===== config.mk =====
export PLATFORM = sky130hd
export DESIGN_NAME = multi_edge_det
export DESIGN_NICKNAME = d
export VERILOG_FILES = /design/src/rtl/multi_edge_det.sv
export SDC_FILE = /design/constraint.sdc
export NUM_CORES = 1
export LEC_CHECK = 0
export ABC_AREA = 1
export CORE_UTILIZATION = 42
export CTS_CLUSTER_SIZE = 40
export DETAILED_ROUTE_END_ITERATION = 7
export GPL_TIMING_DRIVEN = 0
export HOLD_SLACK_MARGIN = 0.06
export PLACE_DENSITY = 0.87
export RECOVER_POWER = 50
export SKIP_CTS_REPAIR_TIMING = 1
export SYNTH_ARGS = -nofsm -noshare
export SYNTH_HDL_FRONTEND = slang
export SYNTH_SLANG_ARGS = --single-unit

===== constraint.sdc =====
create_clock -name clk -period 1.2 [get_ports clk]
set_input_delay 0.36 -clock clk [delete_from_list [all_inputs] [get_ports clk]]
set_output_delay 0.36 -clock clk [all_outputs]
set_load 0.02 [all_outputs]

===== src/rtl/multi_edge_det.sv =====
// Multi-channel synchronised edge detector with sticky pending flags and an interrupt summary.
// Define EDGE_DET_FILTER_EN to compile in the per-channel glitch filter.
module multi_edge_det #(
    parameter int unsigned N           = 4,
    parameter int unsigned SYNC_STAGES = 2,
    parameter int unsigned FILT_CYCLES = 4
) (
    input  logic           clk,
    input  logic           rst,
    input  logic [N-1:0]   sig,
    input  logic [2*N-1:0] mode,
    input  logic [N-1:0]   clr,
    output logic [N-1:0]   pulse,
    output logic [N-1:0]   pend,
    output logic           irq,
    output logic [4:0]     idx
);

`ifdef EDGE_DET_FILTER_EN
    localparam int unsigned BlankCycles = SYNC_STAGES + 1 + FILT_CYCLES;
`else
    localparam int unsigned BlankCycles = SYNC_STAGES + 1;
`endif
    localparam int unsigned BlankW = $clog2(BlankCycles + 1);

    logic [N-1:0]      sync_q [SYNC_STAGES];
    logic [N-1:0]      sync_d [SYNC_STAGES];
    logic [N-1:0]      s, det, rise, fall;
    logic [N-1:0]      prev_q, prev_d;
    logic [N-1:0]      pulse_q, pulse_d;
    logic [N-1:0]      pend_q, pend_d;
    logic              irq_q, irq_d;
    logic [4:0]        idx_q, idx_d;
    logic [BlankW-1:0] blank_q, blank_d;
    logic              blank_done;

    always_comb begin
        sync_d[0] = sig;
        for (int k = 1; k < SYNC_STAGES; k++) begin
            sync_d[k] = sync_q[k-1];
        end
    end

    assign s = sync_q[SYNC_STAGES-1];

`ifdef EDGE_DET_FILTER_EN
    localparam int unsigned FiltW = $clog2(FILT_CYCLES + 1);

    logic [N-1:0]     filt_q, filt_d;
    logic [FiltW-1:0] cnt_q [N];
    logic [FiltW-1:0] cnt_d [N];

    // The filtered level only moves after FILT_CYCLES consecutive disagreeing samples.
    always_comb begin
        filt_d = filt_q;
        for (int i = 0; i < N; i++) begin
            cnt_d[i] = '0;
            if (s[i] != filt_q[i]) begin
                if (cnt_q[i] == FiltW'(FILT_CYCLES - 1)) begin
                    filt_d[i] = s[i];
                end else begin
                    cnt_d[i] = cnt_q[i] + 1'b1;
                end
            end
        end
    end

    always_ff @(posedge clk or posedge rst) begin
        if (rst) begin
            filt_q <= '0;
            for (int i = 0; i < N; i++) begin
                cnt_q[i] <= '0;
            end
        end else begin
            filt_q <= filt_d;
            for (int i = 0; i < N; i++) begin
                cnt_q[i] <= cnt_d[i];
            end
        end
    end

    assign det = filt_q;
`else
    logic unused_filt_cycles;
    assign unused_filt_cycles = ^FILT_CYCLES;
    assign det = s;
`endif

    assign rise       = det & ~prev_q;
    assign fall       = ~det & prev_q;
    assign blank_done = (blank_q == BlankW'(BlankCycles));

    always_comb begin
        prev_d  = det;
        blank_d = blank_done ? blank_q : blank_q + 1'b1;
        for (int i = 0; i < N; i++) begin
            pulse_d[i] = blank_done & ((mode[2*i] & rise[i]) | (mode[2*i+1] & fall[i]));
        end
        // A new pulse overrides a simultaneous clear.
        pend_d = (pend_q & ~clr) | pulse_q;
        irq_d  = |pend_q;
        idx_d  = '0;
        for (int i = N - 1; i >= 0; i--) begin
            if (pend_q[i]) begin
                idx_d = 5'(i);
            end
        end
    end

    always_ff @(posedge clk or posedge rst) begin
        if (rst) begin
            for (int k = 0; k < SYNC_STAGES; k++) begin
                sync_q[k] <= '0;
            end
            prev_q  <= '0;
            pulse_q <= '0;
            pend_q  <= '0;
            irq_q   <= 1'b0;
            idx_q   <= '0;
            blank_q <= '0;
        end else begin
            for (int k = 0; k < SYNC_STAGES; k++) begin
                sync_q[k] <= sync_d[k];
            end
            prev_q  <= prev_d;
            pulse_q <= pulse_d;
            pend_q  <= pend_d;
            irq_q   <= irq_d;
            idx_q   <= idx_d;
            blank_q <= blank_d;
        end
    end

    assign pulse = pulse_q;
    assign pend  = pend_q;
    assign irq   = irq_q;
    assign idx   = idx_q;

endmodule


==> insert_results.sql, run 1 <==
INSERT INTO impl_metrics (metric_group, metric, value, unit) VALUES
('placed_design', 'io_buffers', '28', ''),
('setup_path', 'timing.critical_path.slowest_stage_cell', 'sky130_fd_sc_hd__dfrtp_1', ''),
('logic_synthesis', 'synth_area_leaders', 'sky130_fd_sc_hd__dfrtp_1 (70%), sky130_fd_sc_hd__nand2_1 (5.9%), sky130_fd_sc_hd__inv_1 (5.5%)', ''),
('clocking', 'clock_tree.htree_level_count', '1', ''),
('logic_synthesis', 'syn_inst', '77', ''),
('cells_and_area', 'seqCellArea', '626', 'um2'),
('cells_and_area', 'layout_common_cells', 'sky130_fd_sc_hd__dfrtp_1 (25), sky130_fd_sc_hd__nand2_1 (14), sky130_fd_sc_hd__clkdlybuf4s50_1 (13)', ''),
('die', 'initial_core_utilization', '44.9', '%'),
('sta', 'setup_viol_count_final', '4', ''),
('routing', 'post_drt_via_cell_ratio', '4.24', ''),
('logic_synthesis', 'synth.lib_cells_used.distinct', '17', ''),
('clocking', 'cts.root.buffer_cell', 'sky130_fd_sc_hd__clkbuf_4', ''),
('sta', 'finalSetupTns', '-78.9', 'ps'),
('sta', 'post-route-min-period', '1240', 'ps'),
('sta', 'max_slew.worst_pin.slew', '518', 'ps'),
('logic_synthesis', 'synth_cell_area', '891', 'um2'),
('cells_and_area', 'mostFrequentLayoutCell', 'sky130_fd_sc_hd__dfrtp_1', ''),
('clocking', 'tritoncts', 'yes', ''),
('grt', 'antenna_found_initial', '0', ''),
('routing', 'drtAntennaViolNets', '0', ''),
('cells_and_area', 'final_nets', '134', ''),
('cells_and_area', 'post_route_cells_drive_above_1_share', '21.9', '%'),
('sta', 'min_period_over_period', '103', '%'),
('routing', 'routed-via-count', '598', ''),
('setup_path', 'critical_path_arrival', '880', 'ps'),
('setup_path', 'cp-start-kind', 'register', ''),
('setup_path', 'r2r_cells', '3', ''),
('die', 'num_io_pins', '32', ''),
('sta', 'final_hold_violations', '0', ''),
('logic_synthesis', 'ys_seq_area_share', '70.2', '%'),
('clocking', 'worst_skew_pair.late_latency', '300', 'ps'),
('grt', 'grt_pass1_wl', '2120', 'um'),
('power', 'static-leakage-power', '0.000636', 'uW'),
('sta', 'grt_setup_unrepaired', 'true', ''),
('sta', 'worst_slew_margin_rel', '65.4', '%'),
('sta', 'achievable_frequency', '0.808', 'GHz'),
('die', 'std_cell_rows', '16', ''),
('placed_design', 'dp_hpwl', '1050', 'um'),
('sta', 'worst_setup_slack_final', '-37.0', 'ps'),
('cells_and_area', 'filler_cell_count', '157', ''),
('grt', 'grtUsageTotal', '13.8', '%'),
('clocking', 'cts.reportedPaths.clkPinSlew', '120', 'ps'),
('sta', 'hold_ws', '364', 'ps'),
('hold_path', 'worst_hold_startpoint', 'sync_d[3]$_DFF_PP0_', ''),
('logic_synthesis', 'synth.ff_latch_count', '25', ''),
('routing', 'routed_wirelength', '1390', 'um'),
('die', 'dieHeight', '48.1', 'um'),
('job', 'maxCapViolCount', '0', ''),
('power', 'cellPowerDensity', '1220', 'nW/um2'),
('power', 'ir_worst_vdd', '0.000813', 'V'),
('logic_synthesis', 'synth_area_per_inst', '11.6', 'um2'),
('setup_path', 'cp.buffers_inverters', '1', ''),
('run_status', 'failed_checks', 'negative setup slack', ''),
('grt', 'first_global_vias', '546', ''),
('sta', 'timing.clock.skew', '3.16', 'ps'),
('logic_synthesis', 'yosysWarningCount', '0', ''),
('cells_and_area', 'area_growth_syn_to_layout', '42.4', '%'),
('setup_path', 'critical_path.reg2reg.startpoint', 'blank_q[0]$_DFFE_PP0N_', ''),
('cells_and_area', 'stdcell_count', '141', ''),
('setup_path', 'setup.worst_path.class', 'reg -> out', ''),
('hold_path', 'hold_depth', '0', ''),
('setup_path', 'critical_path.max_fanout', '3', ''),
('clocking', 'cts_buffer_depth', '2', ''),
('setup_path', 'critical_path.max_stage_delay', '430', 'ps'),
('setup_path', 'worstSetupPathDepth', '1', ''),
('setup_path', 'critPathLaunch', 'pend[1]$_DFF_PP0_', ''),
('die', 'die-area', '2310', 'um2'),
('run_status', 'run_status', 'complete, but fails checks', ''),
('routing', 'dr.pass1.iters', '3', ''),
('logic_synthesis', 'synth_top_cell_by_area', 'sky130_fd_sc_hd__dfrtp_1', ''),
('routing', 'detail_route.iter0.violations', '6', '');
==> where the power goes <==
group | switching, uW | internal (uW) | leakage, uW
Clock | 215 | 129 | 0.0000150
Sequential | 31.1 | 896 | 0.000287
Combinational | 133 | 149 | 0.000334
==> path summary, 6_finish.rpt <==
path,to,slack (ps)
setup / recovery,pend[1],-40
hold / removal,det[3]$_DFF_PP0_,360
setup reg to reg,blank_q[0]$_DFFE_PP0N_,220
hold reg to reg,det[3]$_DFF_PP0_,360
max in group asynchronous,blank_q[1]$_DFFE_PP0N_,460
min in group asynchronous,irq$_DFF_PP0_,440
==> cell usage after synthesis <==
library cell                n
sky130_fd_sc_hd__dfrtp_1   25
sky130_fd_sc_hd__nand2_1   14
sky130_fd_sc_hd__inv_1     13
sky130_fd_sc_hd__nor2_1     5
sky130_fd_sc_hd__a21oi_1    4
sky130_fd_sc_hd__buf_4      3
sky130_fd_sc_hd__o21bai_1   3
sky130_fd_sc_hd__a21oi_2    1
sky130_fd_sc_hd__buf_6      1
sky130_fd_sc_hd__conb_1     1
sky130_fd_sc_hd__ha_1       1
sky130_fd_sc_hd__inv_2      1
sky130_fd_sc_hd__nand3_1    1
sky130_fd_sc_hd__nor3_2     1
sky130_fd_sc_hd__o21ai_1    1
sky130_fd_sc_hd__o21bai_2   1
sky130_fd_sc_hd__xnor2_1    1
==> per-layer routing <==
metal	up-vias	share of wire [%]	track usage [%]
met5	-	0	0
met2	24	56	26.8
met1	274	38	14.2
li1	300	-	-
met3	0	5.9	4.53
met4	0	0	3.33
==> stage by stage <==
step | worst slack, ps | util, % | power (uW) | cell area (um2)
4_1_cts | -556 | 62.5 | 1560 | 1240
3_5_place_dp | -320 | 61.2 | 1210 | 1210
2_1_floorplan | 277 | - | 1060 | 898
3_3_place_gp | -268 | 61.2 | 1200 | 1210
6_report | -37.0 | 64.0 | 1550 | 1270
5_1_grt | -79.5 | 64.0 | 1650 | 1270
==> logic make-up (layout without fill, tap and decap cells) <==
| group | after synthesis | in the layout | synth area share, % |
|---|---|---|---|
| XOR/XNOR | 1 | 1 | 0.983 |
| AND/OR/NAND/NOR | 21 | 21 | 9.69 |
| flip-flops | 25 | 25 | 70.2 |
| AO/OA/AOI/OAI | 10 | 10 | 7.58 |
| adder cells (fa/ha/maj) | 1 | 1 | 1.40 |
| other | 1 | 3 | 0.421 |
| buffers and inverters | 18 | 53 | 9.69 |
==> state kept, by name, indices dropped and copies added, names as in the netlist <==
register,flops
sync_d,4
irq,1
pulse,4
det,4
blank_q,2
idx,2
pend,4
prev_q,4
==> layout make-up <==
| class | count | area share (%) |
|---|---|---|
| plain buffers | 4 | 2.66 |
| clock buffers | 4 | 2.07 |
| inverters | 14 | 4.44 |
| multi-input cells | 36 | 14.7 |
| flip-flops and latches | 25 | 49.3 |
| well taps | 27 | 2.66 |
| repair buffers | 31 | 24.2 |
No activity file was read; power rests on OpenSTA's default activity.
==> inputs of run 2 (changes only) <==
Settings changed: RECOVER_POWER 50 to unset, SKIP_CTS_REPAIR_TIMING 1 to unset.
==> run 2 against run 1 <==
- the run still ends with negative setup slack left
- fmax rose by 1.1%
- register-to-register slack got worse by 50 ps
- final cell count rose by 1.4%
- worst setup slack improved by 14 ps
- first-iteration DRC count rose by 33%
- final area rose by 2.0%
- via count rose by 1.0%
- utilization rose by 1.3 points
==> insert_results.sql, run 2 (synthesized netlist as in run 1, its figures left out) <==
INSERT INTO impl_metrics (metric_group, metric, value, unit) VALUES
('die', 'die-area', '2310', 'um2'),
('clocking', 'tritoncts', 'yes', ''),
('clocking', 'cts_bufs_inserted', '3', ''),
('routing', 'detail_route.iter0.violations', '8', ''),
('hold_path', 'worst_hold_startpoint', 'sync_d[3]$_DFF_PP0_', ''),
('placed_design', 'placed_area', '1210', 'um2'),
('setup_path', 'setup.worst_path.class', 'reg -> out', ''),
('routing', 'post_drt_wl_per_cell', '10.0', 'um'),
('placed_design', 'dp_hpwl', '1050', 'um'),
('sta', 'hold_ws', '364', 'ps'),
('clocking', 'clock_tree.htree_level_count', '1', ''),
('sta', 'post-route-min-period', '1220', 'ps'),
('cells_and_area', 'final_nets', '136', ''),
('die', 'chipWidth', '48.1', 'um'),
('clocking', 'cts_buffer_depth', '2', ''),
('sta', 'final_max_slew_viol_count', '0', ''),
('grt', 'grtUsageTotal', '13.8', '%'),
('setup_path', 'timing.critical_path.slowest_stage_cell', 'sky130_fd_sc_hd__dfrtp_1', ''),
('routing', 'routed_wirelength', '1430', 'um'),
('sta', 'final_hold_violations', '0', ''),
('sta', 'max_slew.worst_pin.slew', '519', 'ps'),
('routing', 'post_drt_via_cell_ratio', '4.22', ''),
('routing', 'drc', '0', ''),
('die', 'initial_core_utilization', '44.9', '%'),
('setup_path', 'cp-end-kind', 'output port', ''),
('setup_path', 'critical_path.max_stage_delay', '430', 'ps'),
('power', 'report.power.total', '1580', 'uW'),
('clocking', 'cts.root.buffer_cell', 'sky130_fd_sc_hd__clkbuf_4', ''),
('run_status', 'failed_checks', 'negative setup slack', ''),
('power', 'static-leakage-power', '0.000650', 'uW'),
('job', 'maxCapViolCount', '0', ''),
('routing', 'routed-via-count', '604', ''),
('setup_path', 'critical_path_arrival', '860', 'ps'),
('setup_path', 'critPathLaunch', 'pend[2]$_DFF_PP0_', ''),
('setup_path', 'critical_path.max_fanout', '3', ''),
('cells_and_area', 'area_growth_syn_to_layout', '45.2', '%'),
('clocking', 'cts_hold_repair.buffers', '0', ''),
('cells_and_area', 'mostFrequentLayoutCell', 'sky130_fd_sc_hd__dfrtp_1', ''),
('grt', 'globalRouteOverflowTotal', '0', ''),
('setup_path', 'cp-start-kind', 'register', ''),
('setup_path', 'critical_path.reg2reg.startpoint', 'pend[3]$_DFF_PP0_', ''),
('die', 'num_io_pins', '32', ''),
('setup_path', 'worst-endpoint-required', '840', 'ps'),
('die', 'core', '1980', 'um2'),
('sta', 'timing.clock.skew', '6.22', 'ps'),
('routing', 'dr.pass1.iters', '2', ''),
('clocking', 'cts.reportedPaths.clkPinSlew', '120', 'ps'),
('die', 'std_cell_rows', '16', ''),
('grt', 'grt_pass1_wl', '2100', 'um'),
('grt', 'antenna_found_initial', '0', ''),
('sta', 'achievable_frequency', '0.818', 'GHz'),
('sta', 'finalSetupTns', '-37.1', 'ps'),
('grt', 'first_global_vias', '548', ''),
('power', 'cellPowerDensity', '1220', 'nW/um2'),
('routing', 'drtAntennaViolNets', '0', ''),
('sta', 'worst_setup_slack_final', '-23.2', 'ps'),
('placed_design', 'io_buffers', '28', ''),
('setup_path', 'critical_path.cell_chain', 'buf_6', ''),
('die', 'dieHeight', '48.1', 'um'),
('cells_and_area', 'insertedDiodeCount', '0', ''),
('sta', 'grt_setup_unrepaired', 'true', ''),
('setup_path', 'cp.buffers_inverters', '1', ''),
('placed_design', 'gp_congestion', '0.571', ''),
('cells_and_area', 'final_cell_area_excluding_filler_cells', '1290', 'um2'),
('clocking', 'worst_skew_pair.late_latency', '300', 'ps'),
('sta', 'setup_viol_count_final', '4', ''),
('cells_and_area', 'post_route_cells_drive_above_1_share', '24.1', '%'),
('setup_path', 'critical_path.top_delay_family', 'flip-flops', ''),
('sta', 'worst_slew_margin_rel', '65.3', '%'),
('clocking', 'clock-sinks', '25', ''),
('cells_and_area', 'layout_common_cells', 'sky130_fd_sc_hd__dfrtp_1 (25), sky130_fd_sc_hd__clkdlybuf4s50_1 (17), sky130_fd_sc_hd__nand2_1 (14)', ''),
('run_status', 'run_status', 'complete, but fails checks', ''),
('grt', 'grt_max_degree', '26', ''),
('hold_path', 'path_category_of_the_worst_min_delay_check', 'reg -> reg', ''),
('cells_and_area', 'filler_cell_count', '152', ''),
('sta', 'min_period_over_period', '102', '%'),
('power', 'ir_worst_vdd', '0.000838', 'V');
run 2: layout make-up:
class	count	area, um2	share of cell area, %
timing repair buffer	33	332	25.6
multi-input combinational	36	186	14.4
tap	27	33.8	2.61
buffer	4	33.8	2.61
sequential	25	626	48.4
inverter	14	56.3	4.35
clock buffer	4	26.3	2.03
run 2: layer usage:
metal	GRT usage, %	wire, um	up-vias
li1	-	-	303
met1	13.9	576	277
met2	27.0	790	24
met3	4.53	64	0
met4	3.33	0	0
met5	0	0	-
run 2: path summary, 6_finish.rpt:
check,slack [ps],cells past startpoint,endpoint
worst max-delay path,-20,1,pend[2]
min in group asynchronous,440,2,blank_q[0]$_DFFE_PP0N_
worst min register to register,360,0,det[3]$_DFF_PP0_
max in group asynchronous,460,2,sync_d[2]$_DFF_PP0_
worst min-delay path,360,0,det[3]$_DFF_PP0_
worst max register to register,170,4,irq$_DFF_PP0_
run 2: where the power goes:
part           total (uW)  leakage (uW)  internal, uW  switching [uW]
Combinational         305      0.000348           167             138
Sequential            926      0.000287           896            29.4
Clock                 348     0.0000150           129             219
Total                1580      0.000650          1190             386
run 2: timing repair:
item | CTS | global route
hold endpoints to repair | 0 | 0
gates resized for setup | 60 | 7
cloned | 0 | 0
buffers inserted | 3 | 2
setup endpoints to repair | 11 | 36
run 2: through the flow:
step | setup slack (ps) | std cells | utilization, %
after floorplan | 277 | 79 | -
after CTS | -34.2 | 141 | 63.4
after global routing | -77.7 | 143 | 65.3
final | -23.2 | 143 | 65.3
after detailed placement | -320 | 134 | 61.2
after global placement | -268 | 134 | 61.2
==> inputs of run 3 (changes only) <==
Settings changed: SETUP_SLACK_MARGIN set to 0.15.
==> run 3 against run 2 <==
- the flow still finishes with violations (negative setup slack)
- global-route usage unchanged
- combinational power about the same
- non-clock buffer count unchanged
- worst setup slack improved by 5.6 ps
- utilization unchanged
- final area unchanged
- fmax increased by 0.46%
- clock power about the same
- sequential share of layout area unchanged
- register-to-register slack about the same
- critical path type unchanged
==> insert_results.sql, run 3 (synthesized netlist as in run 1, its figures left out) <==
INSERT INTO impl_metrics (metric_group, metric, value, unit) VALUES
('setup_path', 'critical_path_arrival', '860', 'ps'),
('sta', 'hold_ws', '364', 'ps'),
('grt', 'grtUsageTotal', '13.8', '%'),
('cells_and_area', 'layout_common_cells', 'sky130_fd_sc_hd__dfrtp_1 (25), sky130_fd_sc_hd__clkdlybuf4s50_1 (17), sky130_fd_sc_hd__nand2_1 (14)', ''),
('placed_design', 'gp_congestion', '0.571', ''),
('sta', 'worst_slew_margin_rel', '65.4', '%'),
('cells_and_area', 'filler_cell_count', '150', ''),
('clocking', 'cts.reportedPaths.clkPinSlew', '120', 'ps'),
('setup_path', 'cp-end-kind', 'output port', ''),
('cells_and_area', 'final_nets', '136', ''),
('power', 'ir_worst_vdd', '0.000836', 'V'),
('run_status', 'run_status', 'complete, but fails checks', ''),
('clocking', 'cts.root.buffer_cell', 'sky130_fd_sc_hd__clkbuf_4', ''),
('die', 'std_cell_rows', '16', ''),
('placed_design', 'dp_hpwl', '1050', 'um'),
('die', 'num_io_pins', '32', ''),
('sta', 'min_period_over_period', '101', '%'),
('power', 'cellPowerDensity', '1220', 'nW/um2'),
('setup_path', 'cp-start-kind', 'register', ''),
('setup_path', 'critical_path.reg2reg.startpoint', 'pend[3]$_DFF_PP0_', ''),
('sta', 'worst_setup_slack_final', '-17.5', 'ps'),
('sta', 'achievable_frequency', '0.821', 'GHz'),
('grt', 'first_global_vias', '542', ''),
('hold_path', 'worst_hold_startpoint', 'sync_d[3]$_DFF_PP0_', ''),
('placed_design', 'io_buffers', '28', ''),
('clocking', 'cts_bufs_inserted', '3', ''),
('sta', 'post-route-min-period', '1220', 'ps'),
('power', 'static-leakage-power', '0.000650', 'uW'),
('sta', 'grt_setup_unrepaired', 'true', ''),
('grt', 'grt_max_degree', '26', ''),
('cells_and_area', 'seqCellArea', '626', 'um2'),
('routing', 'post_drt_wl_per_cell', '9.89', 'um'),
('sta', 'setup_viol_count_final', '3', ''),
('die', 'core', '1980', 'um2'),
('clocking', 'worst_skew_pair.late_latency', '300', 'ps'),
('setup_path', 'critical_path.max_stage_delay', '420', 'ps'),
('routing', 'post_drt_via_cell_ratio', '4.20', ''),
('setup_path', 'cp.buffers_inverters', '1', ''),
('sta', 'max_slew.worst_pin.slew', '518', 'ps'),
('cells_and_area', 'post_route_cells_drive_above_1_share', '24.1', '%'),
('routing', 'drc', '0', ''),
('grt', 'grt_pass1_wl', '2100', 'um'),
('clocking', 'clock_tree.htree_level_count', '1', ''),
('clocking', 'tritoncts', 'yes', ''),
('grt', 'antenna_found_initial', '0', ''),
('routing', 'dr.pass1.iters', '2', ''),
('cells_and_area', 'area_growth_syn_to_layout', '45.2', '%'),
('clocking', 'cts_buffer_depth', '2', ''),
('job', 'maxCapViolCount', '0', ''),
('die', 'chipWidth', '48.1', 'um'),
('grt', 'globalRouteOverflowTotal', '0', ''),
('cells_and_area', 'multi_input_area', '186', 'um2'),
('hold_path', 'path_category_of_the_worst_min_delay_check', 'reg -> reg', ''),
('sta', 'final_hold_violations', '0', ''),
('setup_path', 'critical_path.max_fanout', '3', ''),
('power', 'report.power.total', '1580', 'uW'),
('die', 'die-area', '2310', 'um2'),
('hold_path', 'hold_depth', '0', ''),
('setup_path', 'critical_path.top_delay_family', 'flip-flops', ''),
('clocking', 'clock-sinks', '25', ''),
('die', 'initial_core_utilization', '44.9', '%'),
('routing', 'detail_route.iter0.violations', '7', ''),
('sta', 'timing.clock.skew', '6.30', 'ps'),
('cells_and_area', 'mostFrequentLayoutCell', 'sky130_fd_sc_hd__dfrtp_1', ''),
('die', 'dieHeight', '48.1', 'um'),
('routing', 'routed-via-count', '600', ''),
('setup_path', 'critical_path.cell_chain', 'buf_6', ''),
('routing', 'drtAntennaViolNets', '0', ''),
('run_status', 'failed_checks', 'negative setup slack', ''),
('hold_path', 'hold_path_end', 'det[3]$_DFF_PP0_', ''),
('setup_path', 'setup.worst_path.class', 'reg -> out', ''),
('cells_and_area', 'insertedDiodeCount', '0', ''),
('sta', 'final_max_slew_viol_count', '0', ''),
('routing', 'routed_wirelength', '1410', 'um'),
('setup_path', 'r2r_cells', '4', ''),
('setup_path', 'timing.critical_path.slowest_stage_cell', 'sky130_fd_sc_hd__dfrtp_1', ''),
('setup_path', 'worst_r2r_endpoint', 'irq$_DFF_PP0_', ''),
('setup_path', 'worst-r2r-setup-slack', '170', 'ps'),
('setup_path', 'worst-endpoint-required', '840', 'ps');
==> run 3: cell counts in the layout (fill, tap and decap cells not counted) <==
No cell type changed its count.
==> run 3: worst max-delay path by stage <==
| stage | start | endpoint | slack [ps] | cells past startpoint |
|---|---|---|---|---|
| after global placement | rst | sync_d[2]$_DFF_PP0_ | -270 | 2 |
| after CTS | pend[2]$_DFF_PP0_ | pend[2] | -30 | 1 |
| after detailed placement | rst | sync_d[3]$_DFF_PP0_ | -320 | 2 |
| after floorplan | blank_q[0]$_DFFE_PP0N_ | blank_q[0]$_DFFE_PP0N_ | 280 | 3 |
| final | pend[2]$_DFF_PP0_ | pend[2] | -20 | 1 |
| after global routing | pend[2]$_DFF_PP0_ | pend[2] | -60 | 1 |
==> run 3: area by class of cell <==
type                       instances  share of cell area (%)
clock buffer                       4                    2.03
tap                               27                    2.61
sequential                        25                    48.4
buffer                             4                    2.61
inverter                          14                    4.35
multi-input combinational         36                    14.4
timing repair buffer              33                    25.6
==> run 3: worst reg2reg max path, cell delays in order, from the launching register on <==
cell and delay (ps):
sky130_fd_sc_hd__dfrtp_1 410, sky130_fd_sc_hd__buf_4 140, sky130_fd_sc_hd__buf_4 130, sky130_fd_sc_hd__nor2_1 160, sky130_fd_sc_hd__nand3_1 100
==> run 3: per-stage QoR <==
stage	area (um2)	setup TNS, ps	std cells	setup slack, ps	utilization [%]
after detailed placement	1210	-9080	134	-320	61.2
after global placement	1210	-7700	134	-268	61.2
final	1290	-32.2	143	-17.5	65.3
after floorplan	898	0	79	277	-
after CTS	1270	-119	141	-34.2	64.2
after global routing	1290	-452	143	-63.7	65.3
==> run 3: where the power goes <==
part           leakage (uW)  total, uW  internal (uW)  switching [uW]
clock             0.0000150        349            129             219
sequential         0.000287        925            896            29.1
combinational      0.000348        305            167             138
total              0.000650       1580           1190             386
==> run 3: layer usage <==
metal  global-route usage, %  vias up  part of all wire, %
met1                    13.9      273                   41
met5                       0        -                    0
met4                    3.33        0                    0
met3                    4.53        0                  4.7
met2                    27.0       24                   54
li1                        -      303                    -
==> run 3: repair_timing <==
action                                  CTS  global route
gates resized for setup                  65             2
endpoints found under the setup margin   36            11
buffers inserted                          3             2
hold buffers                              0             0
==> variant 1: new RTL, settings of run 2 <==
The option `EDGE_DET_FILTER_EN` is turned on by a define.
--- a/src/rtl/multi_edge_det.sv
+++ b/src/rtl/multi_edge_det.sv
@@ -2,2 +2,4 @@
 // Define EDGE_DET_FILTER_EN to compile in the per-channel glitch filter.
+`define EDGE_DET_FILTER_EN
+
 module multi_edge_det #(
Check against the original RTL: not equivalent (Yosys sat finds a counterexample within 10 cycles, from zero or initial values and one cycle with rst high).
==> variant 1 against run 2 <==
- the run still ends with setup timing left
- worst setup slack gained 0.0022 ns
- wire length grew 76%
- power grew to 2.9 times the old value
- via count grew 69%
- global-route usage grew 1.3 points
- final area grew 59%
- clock power grew to 2.7 times the old value
- combinational power grew to 5.0 times the old value
- clock skew shrank 0.0038 ns
- cell count grew 62%
- synthesized area grew 76%
- sequential cell count grew 17
- critical endpoint is now pend[0]
- largest cell class unchanged
==> variant 1: results (changes against run 2) <==
synth top area cells=dfrtp_1 (67%), inv_1 (5.5%), ha_1 (4.8%), nand2_1 (4.3%), nor2_1 (4.1%); register share of total power=46.4% (-12 points); highest routed layer=met4; Seq/total area=51.3% (+2.9 points); met3 routed WL=140 um (+120%); met1 WL=1010 um (+76%); fillcell total=281 (+85%); Logic pwr share=33.4% (+14 points); Multi-input comb cells=76 (+110%); die height=63.0 um (+31%); register area share after synthesis=67.2% (-3.0 points); first-pass GRT wire length=4310 um (+100%); # setup viols final=1 (-3); Die W=63.0 um (+31%); Synth cell types=13 (-4); area of the multi-input gates=414 sq um (+120%); met1 Use GR=14.2% (+0.23 points); number of global-route vias before repair=1,067 (+95%); Adder-Cell Fraction of Synth Area=4.80% (+3.4 points); RePlAce Congestion=0.697 (+22%); H-tree levels=2 (+1); Switching Share=33.0% (+8.6 points); CP arrival=0.86 ns (about the same); fin nets=209 (+54%); total power draw=4.56 mW (+190%); HPWL Detailed=1760 um (+68%); non-clock inverter count=23 (+9); GRT Util Overall=15.1% (+1.3 points); total number of vias=1,018 (+69%); clk tree area frac=4.64% (+2.6 points); maximum vdd drop=0.00101 V (+20%); Crit path max-delay family=flip-flops; clkbuf count=6 (+2); layout cell share with drive strength beyond 1=16.7% (-7.5 points); GR Layer Usage met3=6.39% (+1.9 points); violated checks=setup timing; post-synthesis xor/xnor area fraction=2.80% (+1.8 points); buffering overhead=16.7% (-12 points); Compound-Gate Fraction of Synth Area=4.80% (-2.8 points); Yosys warning total=0 (unchanged); Slew @ Worst Pin=0.862 ns (+0.343 ns); Max FO, Critical Path=4 (+1); worst setup margin=-0.0210 ns (+0.00216 ns); FFs & Latches=42 (+68%); Leak=1.01 nW (+56%); Max Clock Skew=0.00243 ns (-0.00378 ns); drt wl/cell=10.9 um (+8.5%); Global Route met2 Usage=26.6% (-0.41 points); largest net degree at the start of global routing=43 (+65%); initial drt markers=34 (+26); clk root buf=clkbuf_8; commonest cells in the netlist=dfrtp_1 (42), inv_1 (23), nand2_1 (18); slowest stage delay, CP=0.42 ns; Clk pin slew, worst setup/hold paths=0.07 ns (-0.05 ns); routed length on met2=1300 um (+64%); drt first pass iters=4 (+2); total CTS buffers=5 (+2); dpl ws=-0.228 ns (+0.0918 ns); status=finished with violations
variant 1: changes by cell type in the layout (fill, tap and decap cells not counted), moves of 3 or more:
cell / change
a21oi_1: +5
clkbuf_8: +6
clkbuf_4: -3
or2_1: +4
xnor2_1: +4
ha_1: +4
buf_6: -4
nand3_1: +8
nor2_1: +12
dfrtp_1: +17
inv_1: +9
nand2_1: +4
buf_2: +3
variant 1: path summary, 6_finish.rpt:
check                                endpoint  cells after the start              startpoint  slack (ns)
min                            s[3]$_DFF_PP0_                      0     sync_d[3]$_DFF_PP0_        0.35
min in group asynchronous  cnt_q[4]$_DFF_PP0_                      2                     rst        0.57
min reg2reg                    s[3]$_DFF_PP0_                      0     sync_d[3]$_DFF_PP0_        0.35
max                                   pend[0]                      1       pend[0]$_DFF_PP0_       -0.02
max in group asynchronous  cnt_q[7]$_DFF_PP0_                      2                     rst        0.16
max reg2reg                pulse[3]$_DFF_PP0_                      4  blank_q[0]$_DFFE_PP0N_        0.10
variant 1: logic make-up after synthesis:
family,count (synthesis)
AO/OA/AOI/OAI,13
XOR/XNOR,5
adder cells (fa/ha/maj),6
buffers and inverters,26
flip-flops,42
other,1
AND/OR/NAND/NOR,49
variant 1: through the flow:
| stage | instance area (sq um) | setup TNS, ns | hold slack, ns | instances | util [%] |
|---|---|---|---|---|---|
| final | 2050 | -0.0210 | 0.350 | 232 | 59.6 |
| after CTS | 2010 | -0.0724 | 0.348 | 229 | 58.3 |
| after global routing | 2050 | -0.197 | 0.352 | 232 | 59.6 |
| after global placement | 1910 | -10.12 | 0.332 | 218 | 55.6 |
| after detailed placement | 1910 | -10.58 | 0.335 | 218 | 55.6 |
| after floorplan | 1580 | 0 | 0.331 | 144 | - |
variant 1: timing repair:
action,CTS,global route
gates resized for setup,55,7
endpoints found under the setup margin,17,14
setup buffers,3,3
==> variant 2: new RTL, config.mk and constraints of run 2 <==
Made on the original files. Put one more register stage on the output `idx`, without a reset. The value now appears one clock later. The other outputs are not delayed to match.
--- a/src/rtl/multi_edge_det.sv
+++ b/src/rtl/multi_edge_det.sv
@@ -136,3 +136,5 @@
     assign irq   = irq_q;
-    assign idx   = idx_q;
+    always_ff @(posedge clk) begin
+        idx <= idx_q;
+    end
 
Check against the original RTL: not equivalent (a bounded check fails within 10 cycles, from zero or initial values and one cycle with rst high).
==> variant 2 against run 2 <==
- the flow still finishes with violations (setup timing)
- final area rose by 3.7%
- worst setup slack got worse by 0.046 ns
- synthesized area rose by 4.5%
- largest cell class unchanged
- sequential power rose by 8%
- wire length rose by 7.2%
- global-route usage rose by 1.3 points
- sequential cell count rose by 2
- power rose by 9.3%
==> variant 2: results (changes against run 2) <==
CP max stage cell=dfrtp_1; Max Clock Skew=0.00791 ns (+0.00170 ns); Slew HR=65.3% (about the same); slowest stage delay, CP=0.43 ns (about the same); Total Wirelength=1530 um (+7.2%); first-pass GRT wire length=2620 um (+25%); register area share after synthesis=71.5% (+1.3 points); Yosys warning total=0 (unchanged); antenna violations before repair=0 (unchanged); antenna cells=0 (unchanged); Crit path max-delay family=flip-flops; dpl ws=-0.323 ns (-0.00331 ns); Max FO, Critical Path=2 (-1); maximum vdd drop=0.000837 V (about the same); status=finished with violations; worst setup margin=-0.0691 ns (-0.0459 ns); # setup viols final=9 (+5); layout cell share with drive strength beyond 1=26.3% (+2.1 points); CP arrival=0.91 ns (+0.05 ns); violated checks=setup timing; number of global-route vias before repair=632 (+15%); min-delay worst type=reg -> reg; Cells after DPL=136 (+1.5%); initial drt markers=4 (-4); Leak=0.670 nW (+3.2%); final cell count without fillers=145 (+1.4%); HPWL Detailed=1120 um (+7.0%); Synth cell types=18 (+1); RePlAce Congestion=0.676 (+18%); clk_lat worst skew=0.34 ns (+0.04 ns); drt first pass iters=3 (+1); fillcell total=161 (+5.9%); Post-Synthesis Cells=79 (+2.6%); Async SR Flop Fraction=92.6% (-7.4 points); synth top area cells=dfrtp_1 (67%), nand2_1 (5.6%), inv_1 (5.2%), dfxtp_1 (4.3%), buf_4 (2.4%); H-tree levels=1 (unchanged); Slew Limit Fails=0 (unchanged); DR vias/cell=4.35 (+3.0%); GRT Util Overall=15.2% (+1.3 points); Clk pin slew, worst setup/hold paths=0.15 ns (+0.03 ns)
-- variant 2: cell count changes after synthesis, sizes merged --
cell   delta
dfxtp     +2
-- variant 2: final timing paths --
path	end	slack, ns	startpoint	depth (start not counted)
worst max-delay path	pend[0]	-0.07	pend[0]$_DFF_PP0_	1
max in group asynchronous	sync_d[1]$_DFF_PP0_	0.49	rst	2
worst min register to register	idx[0]$_DFF_P_	0.36	idx_q[0]$_DFF_PP0_	0
worst min-delay path	idx[0]$_DFF_P_	0.36	idx_q[0]$_DFF_PP0_	0
min in group asynchronous	pulse[0]$_DFF_PP0_	0.40	rst	2
worst max register to register	pulse[0]$_DFF_PP0_	0.22	blank_q[0]$_DFFE_PP0N_	4
-- variant 2: what timing repair did --
item                       4_1_cts  5_1_grt
resized for setup               60        9
gates cloned                     0        0
setup endpoints to repair       11       36
buffers inserted                 3        2
-- variant 2: where the power goes --
part / leakage, nW / internal (mW) / switching [mW] / total (mW)
Sequential: 0.304 / 0.972 / 0.0326 / 1.00
Combinational: 0.348 / 0.167 / 0.137 / 0.304
Clock: 0.0183 / 0.136 / 0.282 / 0.418
Total: 0.670 / 1.28 / 0.451 / 1.73
-- variant 2: layout make-up --
type	count	area share (%)
flip-flops and latches	27	49.8
repair buffers	33	24.7
multi-input cells	36	13.9
inverters	14	4.20
plain buffers	4	2.52
well taps	27	2.52
clock buffers	3	1.68
clock inverters	1	0.653
-- variant 2: metal layers --
layer / up-vias / part of all wire [%] / global-route usage [%] / wire, um
met5: - / 0 / 0 / 0
met2: 26 / 56 / 26.9 / 852
met4: 0 / 1.8 / 7.35 / 28
met3: 3 / 4.8 / 3.74 / 74
li1: 308 / - / - / -
met1: 294 / 38 / 16.8 / 578
-- variant 2: cell families (layout without fill, tap and decap cells) --
kind of cell | Yosys count | in the layout | synth area share, %
XOR/XNOR | 1 | 1 | 0.941
adder cells (fa/ha/maj) | 1 | 1 | 1.34
buffers and inverters | 18 | 55 | 9.27
flip-flops | 27 | 27 | 71.5
AO/OA/AOI/OAI | 10 | 10 | 7.26
AND/OR/NAND/NOR | 21 | 21 | 9.27
other | 1 | 3 | 0.403
-- variant 2: through the flow --
stage          hold WS, ns  cell area (sq um)  setup TNS [ns]  util, %
2_1_floorplan        0.324                938               0        -
3_3_place_gp         0.324               1250           -7.85     61.9
3_5_place_dp         0.329               1250           -9.12     61.9
4_1_cts              0.365               1300          -0.581     64.4
5_1_grt              0.375               1340          -0.918     66.3
6_report             0.361               1340          -0.461     66.3
